<file path="src/rtl/st_pkg.sv">
// Shared definitions for the store alignment buffer.
//   F3_*        : store func3 encodings (sb, sh, sw)
//   st_entry_t  : one buffered store (word address, lane-replicated data, byte enables)
//   is_legal()  : true when func3 is a store code and the address is naturally aligned
package st_pkg;

  localparam logic [2:0] F3_SB = 3'b000;
  localparam logic [2:0] F3_SH = 3'b001;
  localparam logic [2:0] F3_SW = 3'b010;

  typedef struct packed {
    logic [29:0] waddr;
    logic [31:0] wdata;
    logic [3:0]  be;
  } st_entry_t;

  function automatic logic is_legal(input logic [2:0] func3, input logic [1:0] o);
    logic ok;
    case (func3)
      F3_SB:   ok = 1'b1;
      F3_SH:   ok = ~o[0];
      F3_SW:   ok = (o == 2'b00);
      default: ok = 1'b0;
    endcase
    return ok;
  endfunction

endpackage

</file>
<file path="src/rtl/st_align.sv">
// Combinational store encoder.
//   func3 : store width code
//   addr  : byte address
//   data  : rs2 value
//   entry : word address, lane-replicated write data and byte enables
//   legal : request is a store code with natural alignment
module st_align
  import st_pkg::*;
(
  input  logic [2:0]  func3,
  input  logic [31:0] addr,
  input  logic [31:0] data,
  output st_entry_t   entry,
  output logic        legal
);

  always_comb begin
    entry.waddr = addr[31:2];
    entry.wdata = data;
    entry.be    = 4'b0000;
    legal       = is_legal(func3, addr[1:0]);
    case (func3)
      F3_SB: begin
        entry.be    = 4'b0001 << addr[1:0];
        entry.wdata = {4{data[7:0]}};
      end
      F3_SH: begin
        entry.be    = addr[1] ? 4'b1100 : 4'b0011;
        entry.wdata = {2{data[15:0]}};
      end
      F3_SW: begin
        entry.be    = 4'b1111;
        entry.wdata = data;
      end
      default: begin
        entry.be    = 4'b0000;
        entry.wdata = data;
      end
    endcase
  end

endmodule

</file>
<file path="src/rtl/st_align_buffer.sv">
// Store alignment buffer: encodes execute-stage stores and queues them toward data memory.
//   clk, rst_n              : clock, asynchronous active-low reset
//   st_valid/st_ready       : store request handshake (st_ready == !full)
//   st_func3/st_addr/st_data: store request fields
//   mem_req/mem_gnt         : head-entry issue handshake
//   mem_addr/mem_wdata/mem_be : head entry, driven from storage only
//   st_err                  : one-cycle pulse after a rejected (misaligned/illegal) request
//   empty                   : buffer holds no entries
module st_align_buffer
  import st_pkg::*;
#(
  parameter int unsigned DEPTH = 2
) (
  input  logic        clk,
  input  logic        rst_n,
  input  logic        st_valid,
  output logic        st_ready,
  input  logic [2:0]  st_func3,
  input  logic [31:0] st_addr,
  input  logic [31:0] st_data,
  output logic        mem_req,
  input  logic        mem_gnt,
  output logic [31:0] mem_addr,
  output logic [31:0] mem_wdata,
  output logic [3:0]  mem_be,
  output logic        st_err,
  output logic        empty
);

  localparam int unsigned PtrW = $clog2(DEPTH);
  localparam logic [PtrW:0]   FullCnt = (PtrW + 1)'(DEPTH);
  localparam logic [PtrW:0]   CntOne  = (PtrW + 1)'(1);
  localparam logic [PtrW-1:0] PtrOne  = PtrW'(1);

  st_entry_t          in_entry;
  logic               in_legal;
  st_entry_t          buf_q [DEPTH];
  st_entry_t          head;
  logic [PtrW-1:0]    wr_ptr_q, rd_ptr_q;
  logic [PtrW:0]      count_q, count_d;
  logic               full, accept, push, pop;
  logic               st_err_q;

  st_align u_align (
    .func3 (st_func3),
    .addr  (st_addr),
    .data  (st_data),
    .entry (in_entry),
    .legal (in_legal)
  );

  assign full     = (count_q == FullCnt);
  assign empty    = (count_q == '0);
  assign st_ready = ~full;
  assign accept   = st_valid & ~full;
  // Rejected requests are consumed by the handshake but never stored.
  assign push     = accept & in_legal;
  assign pop      = ~empty & mem_gnt;

  always_comb begin
    count_d = count_q;
    case ({push, pop})
      2'b10:   count_d = count_q + CntOne;
      2'b01:   count_d = count_q - CntOne;
      default: count_d = count_q;
    endcase
  end

  always_ff @(posedge clk or negedge rst_n) begin
    if (!rst_n) begin
      wr_ptr_q <= '0;
      rd_ptr_q <= '0;
      count_q  <= '0;
      st_err_q <= 1'b0;
    end else begin
      count_q  <= count_d;
      st_err_q <= accept & ~in_legal;
      if (push) wr_ptr_q <= wr_ptr_q + PtrOne;
      if (pop)  rd_ptr_q <= rd_ptr_q + PtrOne;
    end
  end

  // Storage is reset so the head outputs read as zero out of reset.
  always_ff @(posedge clk or negedge rst_n) begin
    if (!rst_n) begin
      for (int i = 0; i < DEPTH; i++) buf_q[i] <= '0;
    end else if (push) begin
      buf_q[wr_ptr_q] <= in_entry;
    end
  end

  assign head      = buf_q[rd_ptr_q];
  assign mem_req   = ~empty;
  assign mem_addr  = {head.waddr, 2'b00};
  assign mem_wdata = head.wdata;
  assign mem_be    = head.be;
  assign st_err    = st_err_q;

endmodule

</file>
<file path="config.mk">
export PLATFORM = sky130hd
export DESIGN_NAME = st_align_buffer
export DESIGN_NICKNAME = d
export VERILOG_FILES = /design/src/rtl/st_pkg.sv /design/src/rtl/st_align.sv /design/src/rtl/st_align_buffer.sv
export SDC_FILE = /design/constraint.sdc
export NUM_CORES = 1
export LEC_CHECK = 0
export BUFFER_PORTS_ARGS = -buffer_cell sky130_fd_sc_hd__buf_2
export CORE_MARGIN = 2
export CORE_UTILIZATION = 50
export CTS_BUF_LIST = sky130_fd_sc_hd__clkbuf_4 sky130_fd_sc_hd__clkbuf_8
export DETAILED_ROUTE_END_ITERATION = 8
export PLACE_DENSITY = 0.73
export SYNTH_ARGS = -nofsm -noshare
export SYNTH_HDL_FRONTEND = slang
export SYNTH_SLANG_ARGS = --single-unit
</file>
<file path="constraint.sdc">
create_clock -name clk -period 2.1 [get_ports clk]
set_input_delay 0.315 -clock clk [delete_from_list [all_inputs] [get_ports clk]]
set_output_delay 0.315 -clock clk [all_outputs]
set_load 0.005 [all_outputs]
</file>
# After elaboration in Yosys (flattened, before gate mapping)
# Index checks and enable logic that the tools add are counted.
[classes]
n_bitwise = 10
shift = 1
muxes = 10
addsub = 4
order_cmp = 3
reduce_logical = 5
n_eq_ne = 5
[op_table]
columns = ["op", "count"]
rows = [
  ["$mux 66", 4],
  ["$bwmux 132", 1],
  ["$pmux 36 s3", 1],
  ["$demux 66 s1", 1],
  ["$and 1x1->1", 4],
  ["$eq 2x2->1 const B", 2],
  ["$ge 2x2->1 const B", 2],
  ["$logic_not 2->1", 2],
  ["$mux 4", 1],
  ["$not 1->1", 4],
  ["$not 1->2", 2],
  ["$pmux 2 s2", 1],
  ["$shl 1x2->4 const A", 1],
  ["$eq 3x1->1 const B", 1],
  ["$eq 3x2->1 const B", 1],
  ["$logic_not 3->1", 1],
  ["$pmux 1 s3", 1],
  ["$add 1x1->1 const B", 2],
  ["$add 2x1->2 const B", 1],
  ["$eq 2x1->1 const B", 1],
  ["$lt 2x1->1 const B", 1],
  ["$reduce_bool 2->1", 1],
  ["$sub 2x1->2 const B", 1],
  ["$logic_and 1x1->1", 1],
]
[word_totals]
regBits = 137
input_bits = 71
out_inout_bits = 72

# Logic depth before layout (Yosys ltp)
# Gate-level depths: netlist of run 1.
[logic_depth]
depth_word = 6
ltp_mapped = 7

# Cells and area by module
# A second synthesis of run 1 with hierarchy kept.
[unflattened]
cells_unflattened = 476
area_unflattened_um2 = 6924.1
[modules_own_cells]
columns = ["mod", "cells_each", "instances", "seq_area_each_um2", "area_each_um2"]
rows = [
  ["st_align_buffer", 375, 1, 3428.3, 6163.4],
  ["st_align", 101, 1, 0.0, 760.7],
]

# Worst setup path before layout of run 1
# OpenSTA, ideal clock, no wires.
[synth_path]
kind = "input to register"
from = "in st_func3[1]"
to = "reg buf_q[24] (netlist bit)"
path_slack_ns = 0.268
t_arrival_ns = 1.707
setup_ns = 0.125
stages = 5
path_cell_list = "buf_2 > nor2_1 > clkbuf_1 > mux2_2 > mux2_4"
[synth_between]
elab_chain_cells = 3
[synth_lines]
columns = ["item", "line", "text"]
rows = [
  ["start, declared", "st_align_buffer.sv:18", "input logic [2:0] st_func3,"],
  ["$eq 3x2->1, or another cell as far along", "st_pkg.sv:19, st_align.sv:22", ""],
  ["$pmux 36 s3 / $pmux 1 s3 (equally long branches)", "st_align.sv:22, st_pkg.sv:19", ""],
  ["$bwmux 132 / $and 1x1->1 (equally long branches)", "st_align_buffer.sv:88, st_align_buffer.sv:57", ""],
  ["end signal, assigned by index", "st_align_buffer.sv:88", "buf_q[wr_ptr_q] <= in_entry;"],
  ["end, declared", "st_align_buffer.sv:37", "st_entry_t buf_q [DEPTH];"],
]
# Parallel ways exist; a longest one is shown, timed or not.
# A chain may end at the register's enable or synchronous reset.

# Worst setup path after layout of run 1
[layout_path]
from = "reg rd_ptr_q"
to = "out mem_addr[14]"
[layout_between]
elab_chain_cells = 4
[layout_lines]
columns = ["item", "line", "text"]
rows = [
  ["start, declared", "st_align_buffer.sv:39", "logic [PtrW-1:0] wr_ptr_q, rd_ptr_q;"],
  ["start signal, assigned", "st_align_buffer.sv:79", "if (pop) rd_ptr_q <= rd_ptr_q + PtrOne;"],
  ["$not 1->2 (implied by the code)", "st_align_buffer.sv:92", "assign head = buf_q[rd_ptr_q];"],
  ["$mux 66 (implied by the code) (3 in series)", "st_align_buffer.sv:92", ""],
  ["end, declared", "st_align_buffer.sv:23", "output logic [31:0] mem_addr,"],
]
# No other way between the ends. The select of a mux whose other input is x is not followed.

==> results of run 1 <==
==> placed cells by master (no fill, tap or decap), drive strengths merged, types with 3 or more instances in the layout <==
cell,n
a21oi,13
buf,156
bufinv,3
clkbuf,27
dfrtp,137
inv,5
mux2,214
mux2i,8
nor2,13
o21ai,3
xnor2,3
==> area by class of cell <==
class / instances / area, um^2 / area share [%]
Sequential cell: 137 / 3430 / 42.9
Multi-Input combinational cell: 270 / 2930 / 36.6
Timing Repair Buffer: 157 / 937 / 11.7
Clock buffer: 27 / 365 / 4.57
Tap cell: 172 / 215 / 2.69
Clock inverter: 5 / 103 / 1.28
Inverter: 5 / 18.8 / 0.235
==> kinds of logic after synthesis <==
logic type | share of synthesized area, %
AOI/OAI and AO/OA | 1.51
xor gates and xnor gates | 0.670
adders and majority gates | 0.191
buffers and inverters | 2.95
DFF | 52.5
muxes | 40.4
other | 0.0574
and+or+nand+nor | 1.74
==> power by group through the flow <==
stage                     clock network [mW]  logic (mW)  registers, mW
after global routing                    2.62        4.97           4.78
final                                   2.43        4.56           4.60
after global placement                     0        4.44           4.55
after CTS                               2.50        4.65           4.61
after detailed placement                   0        4.55           4.67
after floorplan                            0        2.98           4.39
==> layer usage <==
metal | routed length, um | share of wire, % | vias up | GRT usage, %
li1 | - | - | 1853 | -
met1 | 6080 | 43 | 2055 | 26.1
met2 | 6890 | 49 | 111 | 36.2
met3 | 842 | 6.0 | 17 | 6.52
met4 | 178 | 1.3 | 2 | 7.76
met5 | 11 | 0.079 | - | 0
==> sequential cells by signal, indices dropped and copies added, names as in the netlist <==
signal,count
count_q,2
buf_q,132
rd_ptr_q,1
st_err,1
wr_ptr_q,1
==> worst register-to-register path: stages (launching register included) <==
cell       delay [ns]
dfrtp_1          0.39
nand2b_1         0.19
o2111ai_2        0.21
or2_4            0.32
buf_12           0.21
mux2_1           0.36
==> what timing repair did <==
item,in CTS,in global routing
hold endpoints to repair,47,0
hold buffers,1,0
buffers inserted,2,0
setup endpoints to repair,26,0
==> path summary, 6_finish.rpt <==
path                                     endpoint  slack [ns]  cells after the start                   start
setup / recovery                     mem_addr[14]        0.15                      3    rd_ptr_q$_DFFE_PN0P_
hold / removal              buf_q[65]$_DFFE_PN0P_         0.1                      2             st_addr[31]
setup reg to reg             buf_q[8]$_DFFE_PN0P_        0.30                      5  count_q[0]$_DFFE_PN0P_
hold reg to reg            buf_q[119]$_DFFE_PN0P_        0.48                      1  buf_q[119]$_DFFE_PN0P_
max in group asynchronous    buf_q[0]$_DFFE_PN0P_        1.10                      3                   rst_n
min in group asynchronous   buf_q[58]$_DFFE_PN0P_        0.38                      2                   rst_n
==> reports/metrics.yaml, run 1 <==
swShare_pct: 28.9
crit_family: "flip-flops"
rsz0062_at_grt: "false"
core_mm2: 0.0127
wl_per_cell_um: 18.1
num_vias: 4038
cpPeakStageDelay_ns: 0.45
htreeDepth: 4
power.share.sequential_pct: 39.7
nFillCells: 983
async_flop_share_pct: 100
final_core_util_pct: 63.1
final_cells: 773
firstDrtPassIters: 4
fin_crit_ns: 1.95
grt_max_degree: 51
combPwrFrac_pct: 39.3
final_area_mm2: 0.00800
initial_utilization_pct: 51.6
cellLeakagePower_nw: 3.91
clock_sinks: 137
ant_nets: 0
ys.flop_type: "dfrtp_1"
io_buffers: 140
synth_top_cells_by_count: "dfrtp_1, mux2_2, mux2_1"
grt_usage_pct: 21.5
arrival_ns: 1.63
p_total_mw: 11.6
crit_chain: "buf_12 -> mux2_2 -> buf_2"
drv_cap: 0
io_pins: 143
hold_viol: 0
status: "completed"
cts_tree: "built"
synthTopCellsByArea: "dfrtp_1, mux2_2, mux2_1"
via_per_inst: 5.22
first_global_vias: 4523
die_h_um: 118
cts_resized: 0
dp_slack_ns: 0.175
overflow: 0
synth_top_area_share_pct: 52.5
setup_viol: 0
required_ns: 1.78
yosysTopAreaCell: "dfrtp_1"
grt_pass1_wl_mm: 23.3
intPower_mw: 8.24
dp_hpwl_mm: 9.67
power_switching_mw: 3.35
clk_latency_ns: 0.44
n_antenna_cell: 0
clkPwrFrac_pct: 21.0
synth.yosys.seq_area_share_pct: 52.5
tns_ns: 0
cts_root_buffer: "clkbuf_8"
gp_congestion: 0.805
synth_enable_flop_cells: 0
path_buf_inv: 2
placed_area_mm2: 0.00750
ys_ff_latch: 137
holdWs_ns: 0.0993
clk_path_buf_depth: 2
antenna_found_initial: 1
clk_pin_slew_ns: 0.07
synth_cell_types: 27
die_w_um: 118
worstPathMaxFanout: 27
placed_cells_incl_taps: 738
syn_avg_cell_area_um2: 14.9
drt_wl_total_mm: 14.0
finalMaxSlewViolations: 0
worstSetupPathType: "flip-flop to primary output"
nNetsFinal: 660
startpoint_type: "flip-flop"
synth.cell_area_mm2: 0.00653
area_delta_synth_final_pct: 22.4
crit_path_top_delay_cell: "dfrtp_2"
dieArea_mm2: 0.0140
setup.worst_path.end_class: "primary output"
initialDrtViolationCount: 150
num_rows: 41
layout-drive-gt1-share_pct: 56.4
finClkSkew_ns: 0.00924
yosysWarningCount: 0
timing.final.crit_share_pct: 92.8
cellPowerDensity_mw_per_mm2: 1450
cts_made_buffers: 17
syn_inst: 439
synth.most_common_cell: "dfrtp_1"
setup_slack_ns: 0.152
fmax_ghz: 0.513
drc: 0
ir_drop_mv: 0.720
min_path_type: "primary input to flip-flop"
Note: power is estimated with default switching activity, not from simulation.
==> inputs of run 2 (changes only) <==
--- a/config.mk
+++ b/config.mk
@@ -8,7 +8,6 @@
 export BUFFER_PORTS_ARGS = -buffer_cell sky130_fd_sc_hd__buf_2
 export CORE_MARGIN = 2
 export CORE_UTILIZATION = 50
-export CTS_BUF_LIST = sky130_fd_sc_hd__clkbuf_4 sky130_fd_sc_hd__clkbuf_8
 export DETAILED_ROUTE_END_ITERATION = 8
 export PLACE_DENSITY = 0.73
 export SYNTH_ARGS = -nofsm -noshare
==> run 2 against run 1 <==
  * Die area is the same
  * Count of clock-buffer cells in the layout is the same
  * Worst hold slack gained 0.028 ns
  * Flip-flop and latch count is the same
  * Maximum frequency shrank 3.5%
  * Largest cell class unchanged
  * Largest power group unchanged
==> reports/metrics.yaml, run 2 (synthesized netlist as in run 1, its figures left out) <==
intPower_mw: 8.91
setup_viol: 0
reg.largest.list: "buf_q (132), count_q (2)"
worstPathMaxFanout: 27
final_area_mm2: 0.00818
wl_per_cell_um: 18.5
first_global_vias: 4541
power.share.sequential_pct: 37.6
cellPowerDensity_mw_per_mm2: 1520
placed_area_mm2: 0.00750
antenna_found_initial: 2
crit_chain: "buf_12 -> mux2_2 -> buf_2"
io_buffers: 140
finalMaxSlewViolations: 0
cts_tree: "built"
final_cells: 772
drt_wl_total_mm: 14.3
htreeDepth: 4
fmax_ghz: 0.495
largest-register: "buf_q"
cpPeakStageDelay_ns: 0.54
rsz0062_at_grt: "false"
finClkSkew_ns: 0.00705
clock_sinks: 137
cts_root_buffer: "clkbuf_16"
clkPwrFrac_pct: 25.9
clk_latency_ns: 0.41
drv_cap: 0
startpoint_type: "flip-flop"
combPwrFrac_pct: 36.5
grt_usage_pct: 21.8
timing.final.crit_share_pct: 96.1
reg2reg_from: "count_q[0]$_DFFE_PN0P_"
min_path_type: "primary input to flip-flop"
crit_end: "mem_addr[10]"
ir_drop_mv: 0.867
dp_hpwl_mm: 9.67
drc: 0
ant_nets: 0
layout-drive-gt1-share_pct: 56.1
clk_pin_slew_ns: 0.06
overflow: 0
dieArea_mm2: 0.0140
mostFrequentLayoutCell: "buf_2"
initial_utilization_pct: 51.6
crit_path_top_delay_cell: "dfrtp_4"
swShare_pct: 28.1
die_w_um: 118
num_rows: 41
reg2reg_depth: 5
gp_congestion: 0.805
placed_cells_incl_taps: 738
die_h_um: 118
power_switching_mw: 3.48
area_delta_synth_final_pct: 25.1
postCtsSetupBuffers: 0
fin_crit_ns: 2.02
tns_ns: 0
worstSetupPathType: "flip-flop to primary output"
io_pins: 143
timing.rr.end: "buf_q[15]$_DFFE_PN0P_"
largest_reg_flops: 132
nNetsFinal: 658
firstDrtPassIters: 4
cellLeakagePower_nw: 3.98
cts_made_buffers: 17
status: "completed"
rrSetupSlack_ns: 0.29
most-common-layout-cells: "buf_2, dfrtp_1, mux2_2, mux2_1, mux2_4"
num_vias: 4050
clk_path_buf_depth: 2
initialDrtViolationCount: 116
grt_pass1_wl_mm: 23.6
arrival_ns: 1.70
core_mm2: 0.0127
grt_max_degree: 51
required_ns: 1.78
cp-startpoint: "rd_ptr_q$_DFFE_PN0P_"
hold_viol: 0
via_per_inst: 5.25
setup.worst_path.end_class: "primary output"
[run 2: worst min path at each step]
stage / slack, ns / start / to / cells past startpoint
final: 0.13 / st_addr[31] / buf_q[65]$_DFFE_PN0P_ / 2
after global routing: 0.12 / st_addr[31] / buf_q[65]$_DFFE_PN0P_ / 2
after CTS: 0.11 / st_addr[31] / buf_q[65]$_DFFE_PN0P_ / 2
after detailed placement: 0.29 / rst_n / buf_q[58]$_DFFE_PN0P_ / 1
after global placement: 0.28 / rst_n / buf_q[58]$_DFFE_PN0P_ / 1
after floorplan: 0.02 / rst_n / buf_q[0]$_DFFE_PN0P_ / 0
[run 2: worst max-delay path: cells and delay by family (launching register included)]
family                 cells  cell delay, ns
buffers and inverters      2            0.37
multiplexers               1            0.37
flip-flops                 1            0.54
[run 2: final cells by class]
| cell class | count | area [um^2] |
|---|---|---|
| Fill cell | 967 | 4500 |
| Multi-Input combinational cell | 270 | 2930 |
| Tap cell | 172 | 215 |
| Antenna cell | 1 | 2.50 |
| Sequential cell | 137 | 3430 |
| Clock buffer | 27 | 553 |
| Clock inverter | 5 | 103 |
| Timing Repair Buffer | 155 | 922 |
| Inverter | 5 | 18.8 |
[run 2: metal layers]
layer  track usage [%]  up-vias  share of wire [%]
li1                  -     1852                  -
met1              26.4     2064                 43
met2              36.7      116                 50
met3              7.48       16                6.0
met4              6.93        2                1.3
met5                 0        -              0.077
[run 2: what timing repair did]
action,CTS,global route
setup endpoints to repair,0,27
hold buffers,1,0
resized for setup,0,1
hold endpoints to repair,47,0
[run 2: per-stage QoR]
step | utilization, % | hold WS, ns | power (mW) | setup WS [ns]
final | 64.5 | 0.127 | 12.4 | 0.0815
after CTS | 64.5 | 0.110 | 12.5 | 0.0195
after global placement | 59.2 | 0.279 | 9.00 | 0.242
after global routing | 64.5 | 0.119 | 13.2 | 0.0252
after detailed placement | 59.2 | 0.285 | 9.22 | 0.175
after floorplan | - | 0.0194 | 7.37 | 0.268
[run 2: power groups by stage]
stage	Clock, mW	Sequential (mW)	Combinational [mW]
floorplan	0	4.39	2.98
global placement	0	4.55	4.44
detailed placement	0	4.67	4.55
CTS	3.28	4.65	4.60
global route	3.41	4.84	4.92
finish	3.22	4.66	4.52
